`src/rtl/m_pipe_accumulator_pkg.sv`:
```
// Shared definitions for the multiply-adder pipe accumulator: pipe latency,
// accumulator width default and FSM state encodings.
package m_pipe_accumulator_pkg;

    localparam int MUL_PIPE_LATENCY  = 3;
    localparam int ACC_WIDTH_DEFAULT = 40;
    localparam int Y_WIDTH           = 32;
    localparam int CNT_WIDTH         = 8;

    typedef enum logic {
        S_IDLE  = 1'b0,
        S_ACCUM = 1'b1
    } state_t;

endpackage

```
`src/rtl/m_valid_delay.sv`:
```
// Depth-parameterised 1-bit shift register that tracks operand validity
// alongside the multiply-adder pipe; synchronous active-low clear.
module m_valid_delay
    import m_pipe_accumulator_pkg::*;
#(
    parameter int P_DEPTH = MUL_PIPE_LATENCY
) (
    input  logic w_clock,
    input  logic w_reset_n,
    input  logic w_in,
    output logic r_tap
);

    logic [P_DEPTH-1:0] r_chain;

    generate
        if (P_DEPTH == 1) begin : g_single
            always_ff @(posedge w_clock) begin
                if (!w_reset_n) r_chain <= '0;
                else            r_chain <= w_in;
            end
        end else begin : g_chain
            always_ff @(posedge w_clock) begin
                if (!w_reset_n) r_chain <= '0;
                else            r_chain <= {r_chain[P_DEPTH-2:0], w_in};
            end
        end
    endgenerate

    assign r_tap = r_chain[P_DEPTH-1];

endmodule

```
`src/rtl/m_pipe_accumulator.sv`:
```
// Sums P_COUNT consecutive valid pipe results into a frame and presents the
// frame sum on a valid/ready output; the input side never stalls.
module m_pipe_accumulator
    import m_pipe_accumulator_pkg::*;
#(
    parameter int P_LATENCY   = MUL_PIPE_LATENCY,
    parameter int P_COUNT     = 4,
    parameter int P_ACC_WIDTH = ACC_WIDTH_DEFAULT
) (
    input  logic                   w_clock,
    input  logic                   w_reset_n,
    input  logic                   w_in_valid,
    input  logic [Y_WIDTH-1:0]     w_y,
    input  logic                   w_flush,
    input  logic                   w_sum_ready,
    output logic [P_ACC_WIDTH-1:0] r_sum,
    output logic [CNT_WIDTH-1:0]   r_sum_cnt,
    output logic                   r_sum_valid,
    output logic                   r_overflow,
    output logic                   r_busy
);

    // Handshake: a frame transfers on a posedge where r_sum_valid & w_sum_ready;
    // r_sum/r_sum_cnt hold stable while r_sum_valid is high and not accepted.

    localparam logic [CNT_WIDTH-1:0] LP_COUNT = CNT_WIDTH'(P_COUNT);

    state_t                 r_state;
    state_t                 w_next_state;
    logic                   w_y_valid;
    logic [P_ACC_WIDTH-1:0] r_acc;
    logic [CNT_WIDTH-1:0]   r_cnt;
    logic [P_ACC_WIDTH-1:0] w_sum_in;
    logic [CNT_WIDTH-1:0]   w_cnt_in;
    logic                   w_emit;
    logic                   w_slot_free;

    m_valid_delay #(
        .P_DEPTH (P_LATENCY)
    ) u_valid_delay (
        .w_clock   (w_clock),
        .w_reset_n (w_reset_n),
        .w_in      (w_in_valid),
        .r_tap     (w_y_valid)
    );

    always_ff @(posedge w_clock) begin
        if (!w_reset_n) r_state <= S_IDLE;
        else            r_state <= w_next_state;
    end

    always_comb begin
        w_next_state = r_state;
        case (r_state)
            S_IDLE:  if (w_y_valid && !w_flush) w_next_state = S_ACCUM;
            S_ACCUM: if (w_emit)                w_next_state = S_IDLE;
            default: w_next_state = S_IDLE;
        endcase
    end

    // acc/cnt are zero in S_IDLE, so one add path covers both states.
    always_comb begin
        w_sum_in = r_acc;
        w_cnt_in = r_cnt;
        if (w_y_valid) begin
            w_sum_in = r_acc + {{(P_ACC_WIDTH-Y_WIDTH){1'b0}}, w_y};
            w_cnt_in = r_cnt + 1'b1;
        end
        w_emit = (w_y_valid && (w_cnt_in == LP_COUNT))
              || (w_flush && (w_cnt_in != '0));
    end

    always_ff @(posedge w_clock) begin
        if (!w_reset_n) begin
            r_acc <= '0;
            r_cnt <= '0;
        end else if (w_emit) begin
            r_acc <= '0;
            r_cnt <= '0;
        end else begin
            r_acc <= w_sum_in;
            r_cnt <= w_cnt_in;
        end
    end

    assign w_slot_free = !r_sum_valid || w_sum_ready;

    always_ff @(posedge w_clock) begin
        if (!w_reset_n) begin
            r_sum       <= '0;
            r_sum_cnt   <= '0;
            r_sum_valid <= 1'b0;
            r_overflow  <= 1'b0;
        end else begin
            if (w_emit && w_slot_free) begin
                r_sum       <= w_sum_in;
                r_sum_cnt   <= w_cnt_in;
                r_sum_valid <= 1'b1;
            end else if (w_sum_ready) begin
                r_sum_valid <= 1'b0;
            end
            if (w_emit && !w_slot_free) r_overflow <= 1'b1;
        end
    end

    assign r_busy = (r_state == S_ACCUM);

endmodule
```
`config.mk`:
```
export PLATFORM = sky130hd
export DESIGN_NAME = m_pipe_accumulator
export DESIGN_NICKNAME = d
export VERILOG_FILES = /design/src/rtl/m_pipe_accumulator_pkg.sv /design/src/rtl/m_valid_delay.sv /design/src/rtl/m_pipe_accumulator.sv
export SDC_FILE = /design/constraint.sdc
export NUM_CORES = 1
export LEC_CHECK = 0
export ABC_AREA = 1
export CAP_MARGIN = 20
export CORE_ASPECT_RATIO = 0.9
export CORE_MARGIN = 2
export CORE_UTILIZATION = 52
export CTS_BUF_LIST = sky130_fd_sc_hd__clkbuf_8
export DETAILED_ROUTE_END_ITERATION = 8
export MAX_ROUTING_LAYER = met4
export PLACE_DENSITY = 0.79
export SLEW_MARGIN = 20
export SYNTH_ARGS = -nofsm -noshare
export SYNTH_HDL_FRONTEND = slang
export SYNTH_SLANG_ARGS = --single-unit
```
`constraint.sdc`:
```
create_clock -name w_clock -period 2.2 [get_ports w_clock]
set_clock_uncertainty 0.2 [all_clocks]
set_input_delay 0.44 -clock w_clock [delete_from_list [all_inputs] [get_ports w_clock]]
set_output_delay 0.44 -clock w_clock [all_outputs]
set_load 0.005 [all_outputs]
```
==> results.json <==
{
  "status": "complete, but fails checks",
  "violations": "design-rule violations, negative setup slack",
  "n_antenna_cell": 0,
  "post_dp_cell_area_mm2": 0.00866,
  "crit_start": "r_cnt[0]$_SDFF_PP0_",
  "hold_viol": 0,
  "path_max_fanout": 10,
  "cpLargestDelayFamily": "simple AND/OR/NAND/NOR gates",
  "layout-drive-gt1-share": 0.307,
  "crit_slowest_cell": "dfxtp_4",
  "holdWs_ps": 205,
  "clkPwrFrac": 0.288,
  "io_buffer_count": 87,
  "max_freq_mhz": 382,
  "cp.required_ps": 2320,
  "gr-usage-all-layers": 0.371,
  "path_clk_slew_ps": 120,
  "ant_nets": 0,
  "nFillCells": 728,
  "totalWireLength_mm": 30.4,
  "ys_types": 34,
  "rrSetupSlack_ps": -420,
  "grt_pass1_vias": 8159,
  "max_slew_margin": 0.542,
  "first_pass_iters": 9,
  "vias": 9018,
  "slew_viol_final": 0,
  "fin_ws_ps": -416,
  "core-area_mm2": 0.0128,
  "clock-sinks": 102,
  "dp_slack_ps": -748,
  "sw_frac_of_total": 0.339,
  "reg2reg_depth": 15,
  "cp.arrival_ps": 2740,
  "sequentialPowerShare": 0.442,
  "num_io_pins": 88,
  "synth_area_mm2": 0.00691,
  "synth_seq_area_share": 0.296,
  "antenna_found_initial": 0,
  "tns_ps": -29900,
  "place.gp.congestion": 0.968,
  "fp.dieH_um": 113,
  "slowest_delay_ps": 390,
  "fin_nets": 1484,
  "path_cells": "buf_6 -> nand2_4 -> nor2_4 -> nand4_1 -> nand2_4 -> nor2_4 -> buf_4 -> nand3_4 -> buf_6 -> nand2_8 -> buf_6 -> nor2_4 -> inv_8 -> buf_12 -> nor3_2",
  "finalCritPeriodShare": 1.19,
  "synth_edf_count": 0,
  "comb_power_share": 0.269,
  "pwr_density_cell_mw_per_mm2": 408,
  "p_total_mw": 4.42,
  "area_delta_synth_final_pct": 56.9,
  "die-area_mm2": 0.0142,
  "worstSetupPathType": "reg2reg",
  "initial_core_util": 0.538,
  "dieWidth_um": 125,
  "yosys_warnings": 0,
  "critical_path.endpoint": "r_cnt[0]$_SDFF_PP0_",
  "reg2reg_to": "r_cnt[0]$_SDFF_PP0_",
  "grt_max_degree": 43,
  "wire_per_inst_um": 19.2,
  "numCtsBuffers": 9,
  "cts_max_level": 3,
  "utilization": 0.844,
  "syn_area_per_cell_um2": 5.80,
  "clk_latency_ps": 420,
  "tightestPinTransition_ps": 679,
  "place_inst": 1513,
  "ir_worst_vdd_v": 0.000539,
  "cp-end-kind": "register",
  "fin_area_mm2": 0.0108,
  "drcViolationCount": 1,
  "synth.net_count": 1263,
  "crit_cells": 15,
  "reg2reg_from": "r_cnt[0]$_SDFF_PP0_",
  "via_per_inst": 5.70,
  "power.internal_mw": 2.92,
  "dpl.hpwl_mm": 15.9,
  "final_cells": 1582,
  "cts_tree": "done",
  "switchingPower_mw": 1.50,
  "drt-initial-drc-count": 1254,
  "worst_setup_path_start_kind": "register",
  "synth_seq_cells": 102,
  "root_buffer": "clkbuf_8",
  "num_rows": 39,
  "max_cap_viol_count": 0,
  "leakage_nw": 5.32,
  "grt_overflow": 0,
  "synth_flop_cell": "dfxtp_1",
  "critPathBufInv": 6,
  "netlist_instances": 1192,
  "synthArstFlopShare": 0,
  "setup_violations": 98,
  "cts_buffer_depth": 2,
  "hold_path.class": "in2reg",
  "rsz0062_at_grt": "yes",
  "fin_crit_ps": 2620,
  "grt_pass1_wl_mm": 40.5
}
cells in the mapped netlist, types with 2 or more instances:
cell | instances | share of area
nor2_4 | 2 | 0.0033
xor2_1 | 7 | 0.0089
o21ai_0 | 23 | 0.017
nand4_1 | 9 | 0.0082
nand3_1 | 71 | 0.051
inv_2 | 3 | 0.0016
a21oi_1 | 38 | 0.028
o21bai_1 | 3 | 0.0033
mux2i_1 | 6 | 0.0087
inv_1 | 195 | 0.11
buf_2 | 10 | 0.0072
ha_1 | 33 | 0.060
nor3_1 | 6 | 0.0043
a21o_1 | 2 | 0.0022
clkbuf_1 | 6 | 0.0033
buf_1 | 7 | 0.0038
nand2_1 | 435 | 0.24
nand2_2 | 4 | 0.0036
nand3b_1 | 2 | 0.0022
and2_1 | 2 | 0.0018
buf_6 | 5 | 0.0082
nor2_1 | 199 | 0.11
dfxtp_1 | 102 | 0.30
a21oi_2 | 10 | 0.013
or2_2 | 3 | 0.0027
cell families (layout without fill, tap and decap cells):
family                     count (synthesis)  count (layout)  synth area share
muxes                                      6               6           0.00869
xor gates and xnor gates                   8               8            0.0101
AOI/OAI and AO/OA                         79              79            0.0665
DFF                                      102             102             0.296
adders and majority gates                 34              34            0.0627
and+or+nand+nor                          736             736             0.425
buffers and inverters                    227             453             0.131
area by class of cell:
cell class	instances	area, um^2	area share
inverter	198	753	0.0695
clock inverter	6	63.8	0.00589
timing repair buffer	239	2390	0.221
multi-input combinational	863	5230	0.482
clock buffer	10	138	0.0127
tap	164	205	0.0189
sequential	102	2060	0.190
state kept, by name (all words and copies together) (netlist names):
signal                 count
u_valid_delay.r_chain      3
r_overflow                 1
r_cnt                      8
r_sum_valid                1
r_sum_cnt                  8
r_busy                     1
r_sum                     40
r_acc                     40
routing by layer:
layer | wire, um | GRT usage
met3 | 3560 | 0.0671
met2 | 13600 | 0.590
met1 | 11200 | 0.466
met4 | 1950 | 0.155
met5 | 0 | -
worst reg2reg max path, stage by stage, from the launching register on:
cell	delay, ps
dfxtp_4	390
buf_6	100
nand2_4	60
nor2_4	200
nand4_1	260
nand2_4	170
nor2_4	50
buf_4	140
nand3_4	70
buf_6	120
nand2_8	70
buf_6	120
nor2_4	180
inv_8	110
buf_12	180
nor3_2	130
timing repair:
| item | 4_1_cts | 5_1_grt |
|---|---|---|
| buffers inserted | 30 | 13 |
| pin swaps | 42 | 50 |
| gates resized for setup | 208 | 152 |
| setup endpoints to repair | 95 | 98 |
| cloned | 12 | 3 |
| hold buffers | 0 | 0 |
power by group through the flow:
stage | sequential (mW) | clock, mW | combinational, mW
after global placement | 1.98 | 0 | 0.808
after floorplan | 1.98 | 0 | 0.435
final | 1.95 | 1.27 | 1.19
after global routing | 1.96 | 1.33 | 1.26
after CTS | 1.95 | 1.26 | 1.02
after detailed placement | 1.98 | 0 | 0.819
cells in the final DEF (no fill, tap or decap), types with 6 or more instances in the layout:
master and count:
o21ai_1 7, nand2_4 12, buf_16 8, buf_4 115
nor2_4 29, nor2_1 119, nand3_2 22, nand2_2 57
o21ai_0 10, dfxtp_1 95, xor2_1 6, nand4_1 9
buf_6 13, ha_4 29, mux2i_1 6, clkdlybuf4s50_1 63
dlygate4sd2_1 23, clkbuf_8 10, inv_1 192, buf_12 11
a21oi_1 21, a21oi_2 25, nand2_1 367, nand3_1 46
o21ai_2 7, nor2_2 54
worst min path at each step:
stage	start	end	slack, ps	cells after the start
CTS	w_reset_n	r_sum[2]$_SDFFE_PN0P_	180	3
global route	w_reset_n	r_sum_cnt[4]$_SDFFE_PN0P_	220	3
finish	w_reset_n	r_sum[4]$_SDFFE_PN0P_	210	3
global placement	u_valid_delay.r_chain[1]$_SDFF_PN0_	u_valid_delay.r_chain[2]$_SDFF_PN0_	190	2
floorplan	u_valid_delay.r_chain[0]$_SDFF_PN0_	u_valid_delay.r_chain[1]$_SDFF_PN0_	190	2
detailed placement	u_valid_delay.r_chain[0]$_SDFF_PN0_	u_valid_delay.r_chain[1]$_SDFF_PN0_	200	2
(Power assumes the default switching activity.)
==> RTL change: new RTL, same flow settings <==
`Y_WIDTH`: 32 -> 16.
--- a/src/rtl/m_pipe_accumulator_pkg.sv
+++ b/src/rtl/m_pipe_accumulator_pkg.sv
@@ -6,3 +6,3 @@
     localparam int ACC_WIDTH_DEFAULT = 40;
-    localparam int Y_WIDTH           = 32;
+    localparam int Y_WIDTH           = 16;
     localparam int CNT_WIDTH         = 8;
Interface: changed (resized w_y); port bits go from 88 to 72. No check against the original RTL was run, so the function may have changed too.
==> RTL change against the original RTL <==
The flow finishes with violations (setup timing). Setup slack improved by 340 ps. Cell area down 24%. Total power down 11%. Wire length fell by 37%. Count of clock-buffer cells in the layout unchanged. Sequential cell count unchanged. Synthesized area shrank 18%.
==> RTL change: results <==
[status]
status = "complete, but fails checks"
violations = "setup timing"

[synth]
yosys-top-cells-count = "nand2_1 (265), nor2_1 (118), inv_1 (105), dfxtp_1 (102), nand3_1 (81)"
synth_fp_nets = 921
ys_types = 36
synthTopCellsByArea = "dfxtp_1 (36%), nand2_1 (17%), nor2_1 (7.8%)"
async_flop_share_pct = 0
yosys_warnings = 0
synthCells = 882
ys_seq_area_share_pct = 35.9

[setup_path]
cpPeakStageDelay_ps = 380
cp_max_fo = 7
r2r_cells = 15
crit_arrival_ps = 2390

[layout]
layout-drive-gt1-share_pct = 27.6
fillerInstances = 718
num-nets-final = 1073
instances_no_fill = 1172
diodes = 0
reg_top3 = "r_acc (40), r_sum (40)"

[clocking]
root_buffer = "clkbuf_8"
cts_max_level = 3
clock_path_buffers = 2
cts_buffers = 9
clk_latency_ps = 380

[placement]
dpl-instance-area_um2 = 7040
port_buffers = 71
gp_congestion = 0.961
place_ws_ps = -715
dpl.hpwl_mm = 11.3

[global_route]
grt_max_degree = 52
antenna_found_initial = 0
grt_pass1_wl_mm = 26.3
grt_pass1_vias = 5458
grt_usage_pct = 28.9

[drt]
drtIter0Drc = 648
first_pass_iters = 6
wl_mm = 19.1
num_vias = 6526

[sta]
setup_viol = 31
fin_setup_tns_ps = -806
fin_ws_ps = -78.7
relSlewSlack_pct = 66.2

[worst_hold_path]
hold_class = "flop to flop"
holdPathStages = 2

[power_and_ir_drop]
ir_worst_vdd_mv = 0.526
combPwrFrac_pct = 17.5
p_per_area_nw_per_um2 = 476
p_leak_nw = 3.67
p_int_mw = 2.79
clock_power_share_pct = 33.4
==> RTL change: worst paths after layout <==
check	startpoint	slack, ps	end
max	r_cnt[0]$_SDFF_PP0_	-80	r_sum[33]$_SDFFE_PN0P_
min	u_valid_delay.r_chain[0]$_SDFF_PN0_	230	u_valid_delay.r_chain[1]$_SDFF_PN0_
max reg2reg	r_cnt[0]$_SDFF_PP0_	-80	r_sum[33]$_SDFFE_PN0P_
min reg2reg	u_valid_delay.r_chain[0]$_SDFF_PN0_	230	u_valid_delay.r_chain[1]$_SDFF_PN0_
==> RTL change: area by class of cell <==
class                           count  area [µm²]  area share (%)
Clock buffer                       10         138            1.67
Clock inverter                      6        77.6           0.942
Inverter                          111         422            5.12
Multi-Input combinational cell    637        3780            45.9
Sequential cell                   102        2060            25.1
Tap cell                          133         166            2.02
Timing Repair Buffer              173        1590            19.3
==> RTL change: metal layers <==
layer,track usage (%),share of wire [%],up-vias
met1,40.8,42,2939
met3,4.25,9.6,99
li1,-,-,3096
met2,43.0,44,392
met4,8.54,4.5,0
met5,-,0,-
==> RTL change: logic make-up (layout without fill, tap and decap cells) <==
group,after synthesis,after routing,synth area share [%]
mux,4,4,0.703
fa+ha+maj,18,18,4.09
xor+xnor,9,9,1.38
simple gates,522,523,39.1
compound gates,83,83,8.15
flops,102,102,35.9
buf+inv,144,300,10.7
==> RTL change: critical path: cells and delay by family (launching register included) <==
| family | cells | cell delay (ps) |
|---|---|---|
| flip-flops | 1 | 380 |
| AND/OR/NAND/NOR | 12 | 1250 |
| buffers and inverters | 3 | 360 |
==> RTL change: repair_timing <==
| item | CTS | global route |
|---|---|---|
| setup buffers | 7 | 9 |
| endpoints found under the setup margin | 98 | 98 |
| cloned | 2 | 3 |
| pin swaps | 34 | 39 |
| hold buffers | 0 | 0 |
| gates resized for setup | 93 | 117 |
